==> config.mk <==
export PLATFORM = sky130hd
export DESIGN_NAME = alu_seq
export DESIGN_NICKNAME = d
export VERILOG_FILES = /design/src/rtl/alu_seq.sv
export SDC_FILE = /design/constraint.sdc
export NUM_CORES = 1
export LEC_CHECK = 0
export CAP_MARGIN = 10
export CORE_MARGIN = 5
export CORE_UTILIZATION = 41
export CTS_CLUSTER_DIAMETER = 60
export DETAILED_ROUTE_END_ITERATION = 7
export PLACE_DENSITY = 0.58
export SYNTH_ARGS = -nofsm -noshare
export SYNTH_HDL_FRONTEND = slang
export SYNTH_SLANG_ARGS = --single-unit
==> constraint.sdc <==
create_clock -name input_CLK -period 4.8 [get_ports input_CLK]
set_input_delay 0.96 -clock input_CLK [delete_from_list [all_inputs] [get_ports input_CLK]]
set_output_delay 0.96 -clock input_CLK [all_outputs]
set_load 0.01 [all_outputs]
==> src/rtl/alu_seq.sv <==
// alu_seq: registered ALU with a start/done handshake, carry/overflow/error
// flags and an iterative shift-add multiplier (one partial product per cycle).
// An accepted request spends one cycle with its operands latched, then either
// finishes (single-cycle ops) or walks through WIDTH multiply steps.
module alu_seq #(
  parameter int WIDTH      = 16,
  parameter bit MUL_ENABLE = 1'b1
) (
  input  logic             input_CLK,
  input  logic             input_Reset,
  input  logic             input_Start,
  input  logic [WIDTH-1:0] input_A,
  input  logic [WIDTH-1:0] input_B,
  input  logic [3:0]       input_ALUOp,
  output logic [WIDTH-1:0] output_ALU,
  output logic             output_Done,
  output logic             output_Busy,
  output logic             output_Zero,
  output logic             output_Negative,
  output logic             output_Carry,
  output logic             output_Overflow,
  output logic             output_Error
);

  localparam int SW = $clog2(WIDTH);

  localparam logic [1:0] ST_IDLE = 2'd0;
  localparam logic [1:0] ST_MUL  = 2'd1;
  localparam logic [1:0] ST_DONE = 2'd2;

  localparam logic [3:0] OP_ADD = 4'b0000;
  localparam logic [3:0] OP_SUB = 4'b0001;
  localparam logic [3:0] OP_AND = 4'b0010;
  localparam logic [3:0] OP_OR  = 4'b0011;
  localparam logic [3:0] OP_XOR = 4'b0100;
  localparam logic [3:0] OP_SLL = 4'b0101;
  localparam logic [3:0] OP_SRL = 4'b0110;
  localparam logic [3:0] OP_SRA = 4'b0111;
  localparam logic [3:0] OP_MUL = 4'b1000;
  localparam logic [3:0] OP_SLT = 4'b1001;

  localparam logic [SW-1:0] CNT_LAST = SW'(WIDTH - 1);
  localparam logic [SW-1:0] CNT_ONE  = SW'(1);

  // Control and operand state
  logic [1:0]         state_q, state_d;
  logic               pend_q, pend_d;
  logic [WIDTH-1:0]   a_q, a_d;
  logic [WIDTH-1:0]   b_q, b_d;
  logic [3:0]         op_q, op_d;

  // Multiplier datapath
  logic [2*WIDTH-1:0] acc_q, acc_d;
  logic [2*WIDTH-1:0] mcand_q, mcand_d;
  logic [WIDTH-1:0]   mplier_q, mplier_d;
  logic [SW-1:0]      cnt_q, cnt_d;
  logic [2*WIDTH-1:0] acc_step;

  // Visible result and flags
  logic [WIDTH-1:0]   alu_q, alu_d;
  logic               zero_q, zero_d;
  logic               neg_q, neg_d;
  logic               carry_q, carry_d;
  logic               ovf_q, ovf_d;
  logic               err_q, err_d;
  logic               done_q, done_d;
  logic               busy_q, busy_d;

  // Single-cycle evaluation of the latched request
  logic [SW-1:0]      shamt;
  logic [WIDTH:0]     sum_ext;
  logic [WIDTH:0]     dif_ext;
  logic [WIDTH:0]     sll_ext;
  logic [WIDTH:0]     srl_ext;
  logic [WIDTH:0]     sra_ext;
  logic               slt_bit;
  logic [WIDTH-1:0]   alu_res;
  logic               alu_c;
  logic               alu_v;
  logic               alu_err;
  logic               accept;

  assign shamt = b_q[SW-1:0];

  // Evaluate every single-cycle op; the extra bit of each shift holds the last bit shifted out
  always_comb begin
    sum_ext = {1'b0, a_q} + {1'b0, b_q};
    dif_ext = {1'b0, a_q} - {1'b0, b_q};
    sll_ext = {1'b0, a_q} << shamt;
    srl_ext = {a_q, 1'b0} >> shamt;
    sra_ext = $signed({a_q, 1'b0}) >>> shamt;
    slt_bit = ($signed(a_q) < $signed(b_q));
    alu_res = {WIDTH{1'b0}};
    alu_c   = 1'b0;
    alu_v   = 1'b0;
    alu_err = 1'b0;
    case (op_q)
      OP_ADD: begin
        alu_res = sum_ext[WIDTH-1:0];
        alu_c   = sum_ext[WIDTH];
        alu_v   = (a_q[WIDTH-1] == b_q[WIDTH-1]) && (sum_ext[WIDTH-1] != a_q[WIDTH-1]);
      end
      OP_SUB: begin
        alu_res = dif_ext[WIDTH-1:0];
        alu_c   = dif_ext[WIDTH];
        alu_v   = (a_q[WIDTH-1] != b_q[WIDTH-1]) && (dif_ext[WIDTH-1] != a_q[WIDTH-1]);
      end
      OP_AND: alu_res = a_q & b_q;
      OP_OR:  alu_res = a_q | b_q;
      OP_XOR: alu_res = a_q ^ b_q;
      OP_SLL: begin
        alu_res = sll_ext[WIDTH-1:0];
        alu_c   = sll_ext[WIDTH];
      end
      OP_SRL: begin
        alu_res = srl_ext[WIDTH:1];
        alu_c   = srl_ext[0];
      end
      OP_SRA: begin
        alu_res = sra_ext[WIDTH:1];
        alu_c   = sra_ext[0];
      end
      OP_SLT: alu_res = {{(WIDTH-1){1'b0}}, slt_bit};
      // MUL only reaches this path when the multiplier is not built
      OP_MUL: alu_err = 1'b1;
      default: alu_err = 1'b1;
    endcase
  end

  // Next-state logic: accept requests, run the multiplier, publish results on entry to DONE
  always_comb begin
    state_d  = state_q;
    pend_d   = pend_q;
    a_d      = a_q;
    b_d      = b_q;
    op_d     = op_q;
    acc_d    = acc_q;
    mcand_d  = mcand_q;
    mplier_d = mplier_q;
    cnt_d    = cnt_q;
    alu_d    = alu_q;
    zero_d   = zero_q;
    neg_d    = neg_q;
    carry_d  = carry_q;
    ovf_d    = ovf_q;
    err_d    = err_q;
    accept   = input_Start && !pend_q && (state_q != ST_MUL);
    acc_step = mplier_q[0] ? (acc_q + mcand_q) : acc_q;
    case (state_q)
      ST_IDLE, ST_DONE: begin
        if (pend_q) begin
          pend_d = 1'b0;
          if ((op_q == OP_MUL) && (MUL_ENABLE != 1'b0)) begin
            state_d  = ST_MUL;
            acc_d    = {(2*WIDTH){1'b0}};
            mcand_d  = {{WIDTH{1'b0}}, a_q};
            mplier_d = b_q;
            cnt_d    = {SW{1'b0}};
          end else begin
            state_d = ST_DONE;
            alu_d   = alu_res;
            zero_d  = !alu_err && (alu_res == {WIDTH{1'b0}});
            neg_d   = !alu_err && alu_res[WIDTH-1];
            carry_d = alu_c;
            ovf_d   = alu_v;
            err_d   = alu_err;
          end
        end else if (accept) begin
          state_d = ST_IDLE;
          pend_d  = 1'b1;
          a_d     = input_A;
          b_d     = input_B;
          op_d    = input_ALUOp;
        end else begin
          state_d = ST_IDLE;
        end
      end
      ST_MUL: begin
        acc_d    = acc_step;
        mcand_d  = mcand_q << 1;
        mplier_d = mplier_q >> 1;
        cnt_d    = cnt_q + CNT_ONE;
        if (cnt_q == CNT_LAST) begin
          state_d = ST_DONE;
          alu_d   = acc_step[WIDTH-1:0];
          zero_d  = (acc_step[WIDTH-1:0] == {WIDTH{1'b0}});
          neg_d   = acc_step[WIDTH-1];
          carry_d = |acc_step[2*WIDTH-1:WIDTH];
          ovf_d   = |acc_step[2*WIDTH-1:WIDTH];
          err_d   = 1'b0;
        end else begin
          state_d = ST_MUL;
        end
      end
      default: begin
        state_d = ST_IDLE;
        pend_d  = 1'b0;
      end
    endcase
    done_d = (state_d == ST_DONE);
    busy_d = (state_d == ST_MUL);
  end

  // State registers; reset aborts any operation in flight and clears every output
  always_ff @(posedge input_CLK or posedge input_Reset) begin
    if (input_Reset) begin
      state_q  <= ST_IDLE;
      pend_q   <= 1'b0;
      a_q      <= {WIDTH{1'b0}};
      b_q      <= {WIDTH{1'b0}};
      op_q     <= 4'b0000;
      acc_q    <= {(2*WIDTH){1'b0}};
      mcand_q  <= {(2*WIDTH){1'b0}};
      mplier_q <= {WIDTH{1'b0}};
      cnt_q    <= {SW{1'b0}};
      alu_q    <= {WIDTH{1'b0}};
      zero_q   <= 1'b0;
      neg_q    <= 1'b0;
      carry_q  <= 1'b0;
      ovf_q    <= 1'b0;
      err_q    <= 1'b0;
      done_q   <= 1'b0;
      busy_q   <= 1'b0;
    end else begin
      state_q  <= state_d;
      pend_q   <= pend_d;
      a_q      <= a_d;
      b_q      <= b_d;
      op_q     <= op_d;
      acc_q    <= acc_d;
      mcand_q  <= mcand_d;
      mplier_q <= mplier_d;
      cnt_q    <= cnt_d;
      alu_q    <= alu_d;
      zero_q   <= zero_d;
      neg_q    <= neg_d;
      carry_q  <= carry_d;
      ovf_q    <= ovf_d;
      err_q    <= err_d;
      done_q   <= done_d;
      busy_q   <= busy_d;
    end
  end

  assign output_ALU      = alu_q;
  assign output_Done     = done_q;
  assign output_Busy     = busy_q;
  assign output_Zero     = zero_q;
  assign output_Negative = neg_q;
  assign output_Carry    = carry_q;
  assign output_Overflow = ovf_q;
  assign output_Error    = err_q;

endmodule

==> out/metrics.cfg, run 1 <==
[sta]
hold_violations = 0
rsz0062_at_grt = no
worst_slack_ps = 654
slew_viol_final = 0
clock_skew_ps = 10.5
fin_crit_sh = 0.864
maxSlewHeadroom = 0.256
setup_viol = 0
final.setup.tns_ps = 0
clock.fmax_mhz = 241
fin_crit_ps = 4150
tightest_slew_ps = 1110

[setup_path]
cp.arrival_ps = 4520
worstPathRequired_ps = 5170
slowest_delay_ps = 710
cp_common_cell = or4_4
crit_fanout = 12
path_class = flop to flop
cpMaxStageDelayCell = dfrtp_1
start_kind = flop
worst_setup_path_end_kind = flop
worstPathCellList = inv_1 > ha_1 > or4_4 > or4_4 > a21oi_2 > o311ai_2 > a22oi_2 > o2111ai_1 > nor4_1 > nand4_1 > o31ai_2

[synthesis]
synth_seq_cells = 146
synth_cell_types = 87
ys_warn_count = 0
synth_nets = 1661
synth_area_per_cell_um2 = 8.19
async_flop_share = 1.00
synthFlopType = dfrtp_1
syn_area_mm2 = 0.0126
ys_seq_area_frac = 0.290
synth_edf_count = 0
postSynthCellCount = 1538

[route]
routed_via_density = 6.40
met1_length_um = 20700
initialDrtViolationCount = 1424
top_layer = met5
drt_wl_total_um = 49800
vias = 12552
dr_wl_met2_um = 23800
drc_errors = 0
ant_nets = 0
dr_wl_met3_um = 3050
wire_per_inst_um = 25.4
dr.pass1.iters = 6

[floorplanning]
die_h_um = 185
die_w_um = 185
core_area_mm2 = 0.0304
io_pins = 62
rows = 64
initial_core_util = 0.414
fp.dieArea_mm2 = 0.0343

[finish]
drive_gt1_frac = 0.100
filler_cell_count = 3050
layout_commonest_cell = nand2_1
seq_area_mm2 = 0.00366
nets = 1675
area.growth.synth_to_final_pct = 13.0
antenna_cells = 0
multiInputGateArea_mm2 = 0.00823
layout_common_cells = nand2_1 (166), nor2_1 (157), dfrtp_1 (144), o21ai_0 (127), a21oi_1 (88)

[grt]
antenna_found_initial = 1
grt_use_total = 0.293
grt_first_pass_wirelength_um = 76400
grt_pass1_vias = 12210
overflow = 0
grt_max_degree = 147

[cts]
cts_root_buf = clkbuf_16
tritoncts = built
path_clk_slew_ps = 70
h-tree-depth = 4
clock_latency_ps = 450
cts_buffers = 17
cts_resized = 0
cts_setup_buffers = 0
cts_hold_buf = 0
clockBufferDepth = 2
clock_sinks = 146

[power]
p_per_area_mw_per_mm2 = 848
leakage_uw = 0.00597
ir_drop_uv = 358

[placement]
hpwl_um = 36600
io_buffers = 61
gp_congestion = 1.02
post-place-ws_ps = 758

[run]
drv_cap = 0

[outcome]
status = complete, no violations

[worst_hold_path]
min_path_type = flop to flop

==> final timing paths <==
check | endpoint | cells after the start | startpoint | slack [ps]
hold reg to reg | output_ALU[1] | 1 | output_ALU[1] | 480
min in group asynchronous | output_ALU[2] | 3 | input_Reset | 1100
setup / recovery | output_Zero | 11 | a_q[10] | 650
max in group asynchronous | b_q[7] | 3 | input_Reset | 3080
hold / removal | output_ALU[1] | 1 | output_ALU[1] | 480
setup reg to reg | output_Zero | 11 | a_q[10] | 650
==> metrics by stage <==
stage,power [uW],cells,hold WS (ps),cell area [um2],utilization
6_report,12100,1961,484,14200,0.467
5_1_grt,12800,1961,520,14200,0.467
4_1_cts,11900,1961,490,14200,0.467
3_5_place_dp,10500,1929,471,13700,0.449
3_3_place_gp,10600,1929,462,13700,0.449
2_1_floorplan,7740,1538,449,12600,-
==> worst max-delay path: cells and delay by family, from the launching register on <==
family	cells	cell delay, ps
compound gates	5	1050
fa+ha+maj	1	480
buf+inv	1	200
flops	1	710
simple gates	4	1620
==> cell usage after synthesis (all sizes together) (16+ instances only) <==
library cell	count	area share
nor2b	19	0.0094
a31oi	19	0.0094
mux2i	25	0.020
nor3	40	0.016
o22ai	39	0.019
o211ai	19	0.011
dfrtp	146	0.29
nand2	166	0.049
ha	81	0.081
nor2	158	0.047
o21ai	130	0.052
a21oi	89	0.036
mux4	29	0.052
buf	33	0.013
a211oi	38	0.023
nor4	16	0.0080
a21o	30	0.018
inv	63	0.019
nand4	29	0.014
clkbuf	85	0.025
nand3	17	0.0068
==> layout make-up <==
| type | instances | share of cell area |
|---|---|---|
| Clock inverter | 13 | 0.00959 |
| Timing Repair Buffer | 113 | 0.0721 |
| Tap cell | 396 | 0.0348 |
| Multi-Input combinational cell | 1209 | 0.579 |
| Clock buffer | 19 | 0.0304 |
| Inverter | 65 | 0.0174 |
| Sequential cell | 146 | 0.257 |
==> sequential cells by signal, summed over array words and instances (netlist names) <==
signal	flops
acc_q	32
output_ALU	16
pend_q	1
output_Done	1
output_Zero	1
output_Busy	1
mplier_q	16
mcand_q	32
output_Error	1
op_q	4
output_Negative	1
a_q	16
state_q	2
cnt_q	4
output_Carry	1
output_Overflow	1
b_q	16
==> logic make-up after synthesis <==
family | count (synthesis) | share of synthesized area
AND/OR/NAND/NOR | 530 | 0.200
AO/OA/AOI/OAI | 517 | 0.277
adder cells (fa/ha/maj) | 84 | 0.0853
buffers and inverters | 183 | 0.0579
multiplexers | 60 | 0.0771
flip-flops | 146 | 0.290
XOR/XNOR | 18 | 0.0125
==> metal layers <==
metal / up-vias / global-route usage
met5: - / 0
met4: 2 / 0.119
met3: 120 / 0.0491
met2: 524 / 0.488
met1: 6136 / 0.379
li1: 5770 / -
==> power by group <==
group	internal [uW]	total [uW]	switching (uW)
clock network	763	1340	574
logic	3130	8460	5340
registers	1720	2260	538
total	5610	12100	6450
No activity file was read; power rests on OpenSTA's default activity.
==> inputs of run 2 (changes only) <==
Settings changed: PLACE_DENSITY 0.58 to 0.56.
Clock period 4.8 ns to 4.3 ns, I/O delays scaled along.
==> run 2 against run 1 <==
Sequential cell count unchanged. Clock-buffer cell count up 2. Global-route usage up 0.93 points. Clock skew up 13 ps. Critical path depth unchanged. Clock power up 28%.
==> out/metrics.cfg, run 2 (same netlist as run 1, synthesis figures left out) <==
[finish]
antenna_cells = 0  ; unchanged
drive_gt1_frac = 0.113  ; +0.0128
layout_common_cells = nand2_1 (166), nor2_1 (158), dfrtp_1 (144), o21ai_0 (127), a21oi_1 (88)
top_regs = acc_q x32, mcand_q x32
layout_commonest_cell = nand2_1
area.growth.synth_to_final_pct = 15.1
nets = 1702  ; +1.6%
final_util = 0.476  ; +0.00872

[grt]
grt_pass1_vias = 12580  ; +3.0%
grt_first_pass_wirelength_um = 78500  ; +2.7%
grt_use_total = 0.302  ; +0.00930
antenna_found_initial = 0  ; -1
grt_max_degree = 147  ; unchanged
overflow = 0  ; unchanged

[route]
initialDrtViolationCount = 1459  ; +2.5%
drc_errors = 0  ; unchanged
vias = 12782  ; +1.8%
drt_wl_total_um = 51400  ; +3.2%
wire_per_inst_um = 25.8  ; +1.9%
routed_via_density = 6.43  ; +0.50%
ant_nets = 0  ; unchanged
dr.pass1.iters = 6  ; unchanged

[sta]
maxSlewHeadroom = 0.249  ; -0.00732
clock_skew_ps = 23.4  ; +12.9 ps
fin_crit_sh = 0.937  ; +0.0728
setup_viol = 0  ; unchanged
slew_viol_final = 0  ; unchanged
final.setup.tns_ps = 0  ; unchanged
tightest_slew_ps = 1120  ; +5.43 ps
fin_crit_ps = 4030  ; -119 ps
clock.fmax_mhz = 248  ; +3.0%
rsz0062_at_grt = no
hold_violations = 0  ; unchanged

[setup_path]
start_kind = flop
crit_fanout = 6  ; -6
cp.buffers_inverters = 1  ; unchanged
r2r_start = mcand_q[3]
worst_setup_path_end_kind = flop
cp.arrival_ps = 4350  ; -170 ps
path_delay_family = compound AO/OA/AOI/OAI gates
worstPathCellList = ha_1 > a21o_1 > a21oi_1 > a211oi_1 > o211ai_1 > a211oi_1 > mux2i_1 > nand3_1 > a2111oi_0 > buf_4 > a31oi_1
worstPathRequired_ps = 4620  ; -550 ps
cp_common_cell = a211oi_1
startpoint = mcand_q[3]
slowest_delay_ps = 950  ; +240 ps
path_class = flop to flop
cpMaxStageDelayCell = a211oi_1

[floorplanning]
rows = 64  ; unchanged
die_w_um = 185  ; unchanged
core_area_mm2 = 0.0304  ; unchanged
io_pins = 62  ; unchanged
initial_core_util = 0.414  ; unchanged
die_h_um = 185  ; unchanged
fp.dieArea_mm2 = 0.0343  ; unchanged

[cts]
path_clk_slew_ps = 60  ; about the same
h-tree-depth = 4  ; unchanged
clock_sinks = 146  ; unchanged
clockBufferDepth = 2  ; unchanged
tritoncts = built
clock_latency_ps = 470  ; +20 ps
cts_setup_buffers = 0  ; unchanged
cts_root_buf = clkbuf_16
cts_buffers = 17  ; unchanged

[power]
leakage_uw = 0.00613  ; +2.6%
ir_drop_uv = 400  ; +12%
switching_power_uw = 7290  ; +13%
seq_power_share = 0.180  ; -0.007
pwr-share-clk = 0.124  ; +0.013
p_per_area_mw_per_mm2 = 962  ; +13%
p_comb_frac = 0.696  ; -0.006
intPower_uw = 6640  ; +18%
sw_frac_of_total = 0.523  ; -0.0115

[run]
drv_cap = 0  ; unchanged

[worst_hold_path]
min_path_type = flop to flop
worst_hold_startpoint = output_ALU[6]

[outcome]
status = complete, no violations

[placement]
hpwl_um = 38400  ; +5.0%
io_buffers = 61  ; unchanged
gp_congestion = 1.01  ; -1.1%

[run 2: final cells by class]
| cell class | count | area (um2) |
|---|---|---|
| Sequential cell | 146 | 3660 |
| Timing Repair Buffer | 140 | 1220 |
| Tap cell | 396 | 495 |
| Inverter | 65 | 248 |
| Clock inverter | 10 | 206 |
| Multi-Input combinational cell | 1209 | 8230 |
| Clock buffer | 21 | 440 |
| Fill cell | 3043 | 15900 |
[run 2: metal layers]
| layer | vias to the layer above | part of all wire | GRT usage |
|---|---|---|---|
| met5 | - | 0 | 0 |
| met2 | 579 | 0.47 | 0.505 |
| met4 | 0 | 0.058 | 0.150 |
| met1 | 6239 | 0.41 | 0.378 |
| met3 | 143 | 0.060 | 0.0515 |
| li1 | 5821 | - | - |
[run 2: metrics by stage]
step / instance area [um2] / power [uW] / setup WS [ps] / instances / hold slack (ps)
detailed placement: 13800 / 12000 / 357 / 1956 / 474
floorplan: 12600 / 8640 / 950 / 1538 / 449
global route: 14500 / 14800 / 165 / 1987 / 513
global placement: 13800 / 12000 / 374 / 1956 / 463
CTS: 14500 / 13800 / 339 / 1987 / 487
finish: 14500 / 13900 / 273 / 1987 / 478
[run 2: power by group through the flow]
stage / Clock, uW / Sequential (uW) / Combinational, uW
5_1_grt: 1810 / 2580 / 10400
4_1_cts: 1760 / 2510 / 9520
3_5_place_dp: 0 / 2530 / 9470
2_1_floorplan: 0 / 2350 / 6300
3_3_place_gp: 0 / 2510 / 9530
6_report: 1720 / 2510 / 9700
[run 2: final timing paths]
check	endpoint	slack [ps]	depth (start not counted)
setup reg to reg	output_Overflow	270	11
setup / recovery	output_Overflow	270	11
max in group asynchronous	mplier_q[6]	2670	3
hold reg to reg	output_ALU[6]	480	2
hold / removal	output_ALU[6]	480	2
min in group asynchronous	mcand_q[4]	1000	3
[run 2: worst reg2reg max path, delay by kind of cell (launching register included)]
family / cells / cell delay (ps)
AOI/OAI and AO/OA: 7 / 2510
adders and majority gates: 1 / 390
buffers and inverters: 1 / 230
DFF: 1 / 400
muxes: 1 / 270
and+or+nand+nor: 1 / 100
[run 2: timing repair]
| action | 4_1_cts | 5_1_grt |
|---|---|---|
| hold buffers | 0 | 0 |
| endpoints found under the setup margin | 0 | 1 |
| gates resized for setup | 0 | 1 |
==> inputs of run 3 (changes only) <==
Settings changed: ABC_AREA set to 1, PLACE_DENSITY 0.56 to unset, PLACE_DENSITY_LB_ADDON set to 0.05, REMOVE_ABC_BUFFERS set to 1.
==> run 3 against run 2 <==
Register-to-register slack better by 580 ps. Cell area is 1.4% lower. Worst hold slack worse by 7.1 ps. Utilization is 1.1 points lower. Synthesized cell count is 30% higher. Global-route usage is 2.5 points lower. Via count is 4.0% higher. Worst setup slack better by 580 ps. Critical endpoint is now output_Zero.
==> out/metrics.cfg, run 3 <==
[finish]
layout_commonest_cell = nand2_1
area.growth.synth_to_final_pct = 11.5
top_regs = acc_q x32, mcand_q x32
drive_gt1_frac = 0.0635  ; -0.0497
layout_common_cells = nand2_1 (553), nor2_1 (254), inv_1 (237), nand3_1 (191), dfrtp_1 (146)
filler_cell_count = 3318  ; +9.0%
nets = 2142  ; +26%
final_util = 0.465  ; -0.0114

[setup_path]
start_kind = flop
cp.arrival_ps = 3830  ; -520 ps
rr_worst_depth = 15  ; +4
rrSetupSlack_ps = 850  ; +580 ps
path_class = flop to flop
r2r-end = output_Zero
crit_fanout = 22  ; +16
r2r_start = b_q[0]
startpoint = b_q[0]
worst_setup_path_end_kind = flop
endpoint = output_Zero
worstPathRequired_ps = 4680  ; +60 ps

[synthesis]
async_flop_share = 1.00  ; unchanged
synth.largest_area_cell = dfrtp_1
synth_most_common_cell = nand2_1
synth_common_cells = nand2_1 (553), nor2_1 (254), inv_1 (238)
synth_area_per_cell_um2 = 6.43  ; -21%
postSynthCellCount = 1994  ; +30%
syn_area_mm2 = 0.0128  ; +1.8%
ys_seq_area_frac = 0.285  ; -0.00527
synthFlopType = dfrtp_1
synth_edf_count = 0  ; unchanged
synth_seq_cells = 146  ; unchanged
synth_cell_types = 56  ; -36%
synth_top_area_share = 0.285  ; -0.00527
ys_warn_count = 0  ; unchanged
ys_top_cells_by_area = dfrtp_1 (28%), nand2_1 (16%), ha_1 (7.9%)

[power]
ir_drop_uv = 468  ; +17%
leakage_uw = 0.00732  ; +20%
p_per_area_mw_per_mm2 = 856  ; -11%

[cts]
clock_latency_ps = 460  ; about the same
cts_setup_buffers = 0  ; unchanged
cts_resized = 0  ; unchanged
tritoncts = built
h-tree-depth = 4  ; unchanged
cts_buffers = 17  ; unchanged
clockBufferDepth = 2  ; unchanged
clock_sinks = 146  ; unchanged
cts_root_buf = clkbuf_16
cts_hold_buf = 0  ; unchanged
path_clk_slew_ps = 80  ; +20 ps

[floorplanning]
initial_core_util = 0.417  ; +0.00326
core_area_mm2 = 0.0307  ; +1.1%
io_pins = 62  ; unchanged
rows = 64  ; unchanged
fp.dieArea_mm2 = 0.0349  ; +1.8%
die_w_um = 187  ; +0.87%
die_h_um = 187  ; +0.87%

[worst_hold_path]
worst_hold_startpoint = cnt_q[3]
min_path_type = flop to flop

[grt]
antenna_found_initial = 0  ; unchanged
grt_max_degree = 55  ; -63%
grt_pass1_vias = 12923  ; +2.7%
grt_first_pass_wirelength_um = 75600  ; -3.7%
overflow = 0  ; unchanged
grt_use_total = 0.278  ; -0.0246

[sta]
hold_violations = 0  ; unchanged
maxSlewHeadroom = 0.426  ; +0.176
fin_crit_sh = 0.802  ; -0.135
clock.fmax_mhz = 290  ; +17%
holdWs_ps = 471  ; -7.10 ps
fin_crit_ps = 3450  ; -580 ps
rsz0062_at_grt = no
setup_viol = 0  ; unchanged
slew_viol_final = 0  ; unchanged
clock_skew_ps = 20.2  ; -3.12 ps
tightest_slew_ps = 862  ; -258 ps

[route]
drt_wl_total_um = 48800  ; -5.1%
wire_per_inst_um = 20.1  ; -22%
met1_length_um = 20800  ; -0.47%
dr_wl_met3_um = 2340  ; -24%
ant_nets = 0  ; unchanged
top_layer = met4
dr_wl_met2_um = 23600  ; -3.2%
initialDrtViolationCount = 1100  ; -25%
drc_errors = 0  ; unchanged
routed_via_density = 5.47  ; -15%
vias = 13292  ; +4.0%
dr.pass1.iters = 5  ; -1

[placement]
io_buffers = 61  ; unchanged
hpwl_um = 37900  ; -1.3%
gp_congestion = 0.987  ; -2.1%

[outcome]
status = complete, no violations

[run]
drv_cap = 0  ; unchanged

[run 3: changes by cell type after synthesis, sizes merged, moves of 19 or more]
| cell | previous run | this run |
|---|---|---|
| o21ai | 130 | 81 |
| mux2i | 25 | 1 |
| nor3 | 40 | 20 |
| clkbuf | 85 | 26 |
| nor2b | 19 | 0 |
| a211oi | 38 | 0 |
| inv | 63 | 259 |
| a21oi | 89 | 119 |
| a21o | 30 | 3 |
| nor2 | 158 | 266 |
| mux4 | 29 | 0 |
| nand2 | 166 | 573 |
| nand3 | 17 | 198 |
[run 3: area by class of cell]
type	count	area, um2	area share
antenna	1	2.50	0.000175
clock buffer	17	425	0.0298
clock inverter	15	188	0.0131
inverter	259	980	0.0686
multi-input combinational	1517	7800	0.546
sequential	146	3650	0.256
tap	396	495	0.0347
timing repair buffer	78	751	0.0525
[run 3: logic make-up (layout without fill, tap and decap cells)]
group	count (synthesis)	after routing	synth area share
DFF	146	146	0.285
AOI/OAI and AO/OA	319	319	0.147
buffers and inverters	331	369	0.107
muxes	2	2	0.00166
other	0	1	0
xor gates and xnor gates	15	15	0.0102
adders and majority gates	84	84	0.0837
and+or+nand+nor	1097	1097	0.365
[run 3: through the flow]
stage                     area, um2  std cells  worst slack [ps]  total power (uW)  TNS (ps)
final                         14300       2429               853             12200         0
after global routing          14300       2428               661             13300         0
after CTS                     14300       2428               898             12200         0
after detailed placement      13700       2396               922             10500         0
after global placement        13700       2396               931             10500         0
after floorplan               12400       1922              -483              7750    -70520
[run 3: routing by layer]
metal,track usage,vias up
li1,-,6516
met1,0.348,6287
met2,0.476,396
met3,0.0446,93
met4,0.119,0
met5,0,-
[run 3: how the worst min path moves through the flow]
stage	endpoint	slack [ps]	cells after the start
final	cnt_q[3]	470	1
after global routing	cnt_q[3]	520	1
after CTS	cnt_q[3]	470	1
after detailed placement	cnt_q[3]	470	1
after global placement	cnt_q[3]	460	1
after floorplan	cnt_q[3]	440	1
[run 3: power breakdown]
part,switching (uW),internal [uW],total [uW]
combinational,5480,2520,8000
sequential,697,1890,2590
clock,753,889,1640
total,6930,5300,12200
[run 3: critical path, cell delays in order, from the launching register on]
cell and delay [ps]:
dfrtp_1 910, inv_2 450, ha_1 340, nor2_1 100, a31oi_1 70, nand2_1 80, o21ai_0 150, nand2_1 100
nand2_1 60, o21ai_0 240, nand3_1 220, nor2_1 280, nand2_1 90, nor2_1 100, nand2_1 80, a21oi_2 110
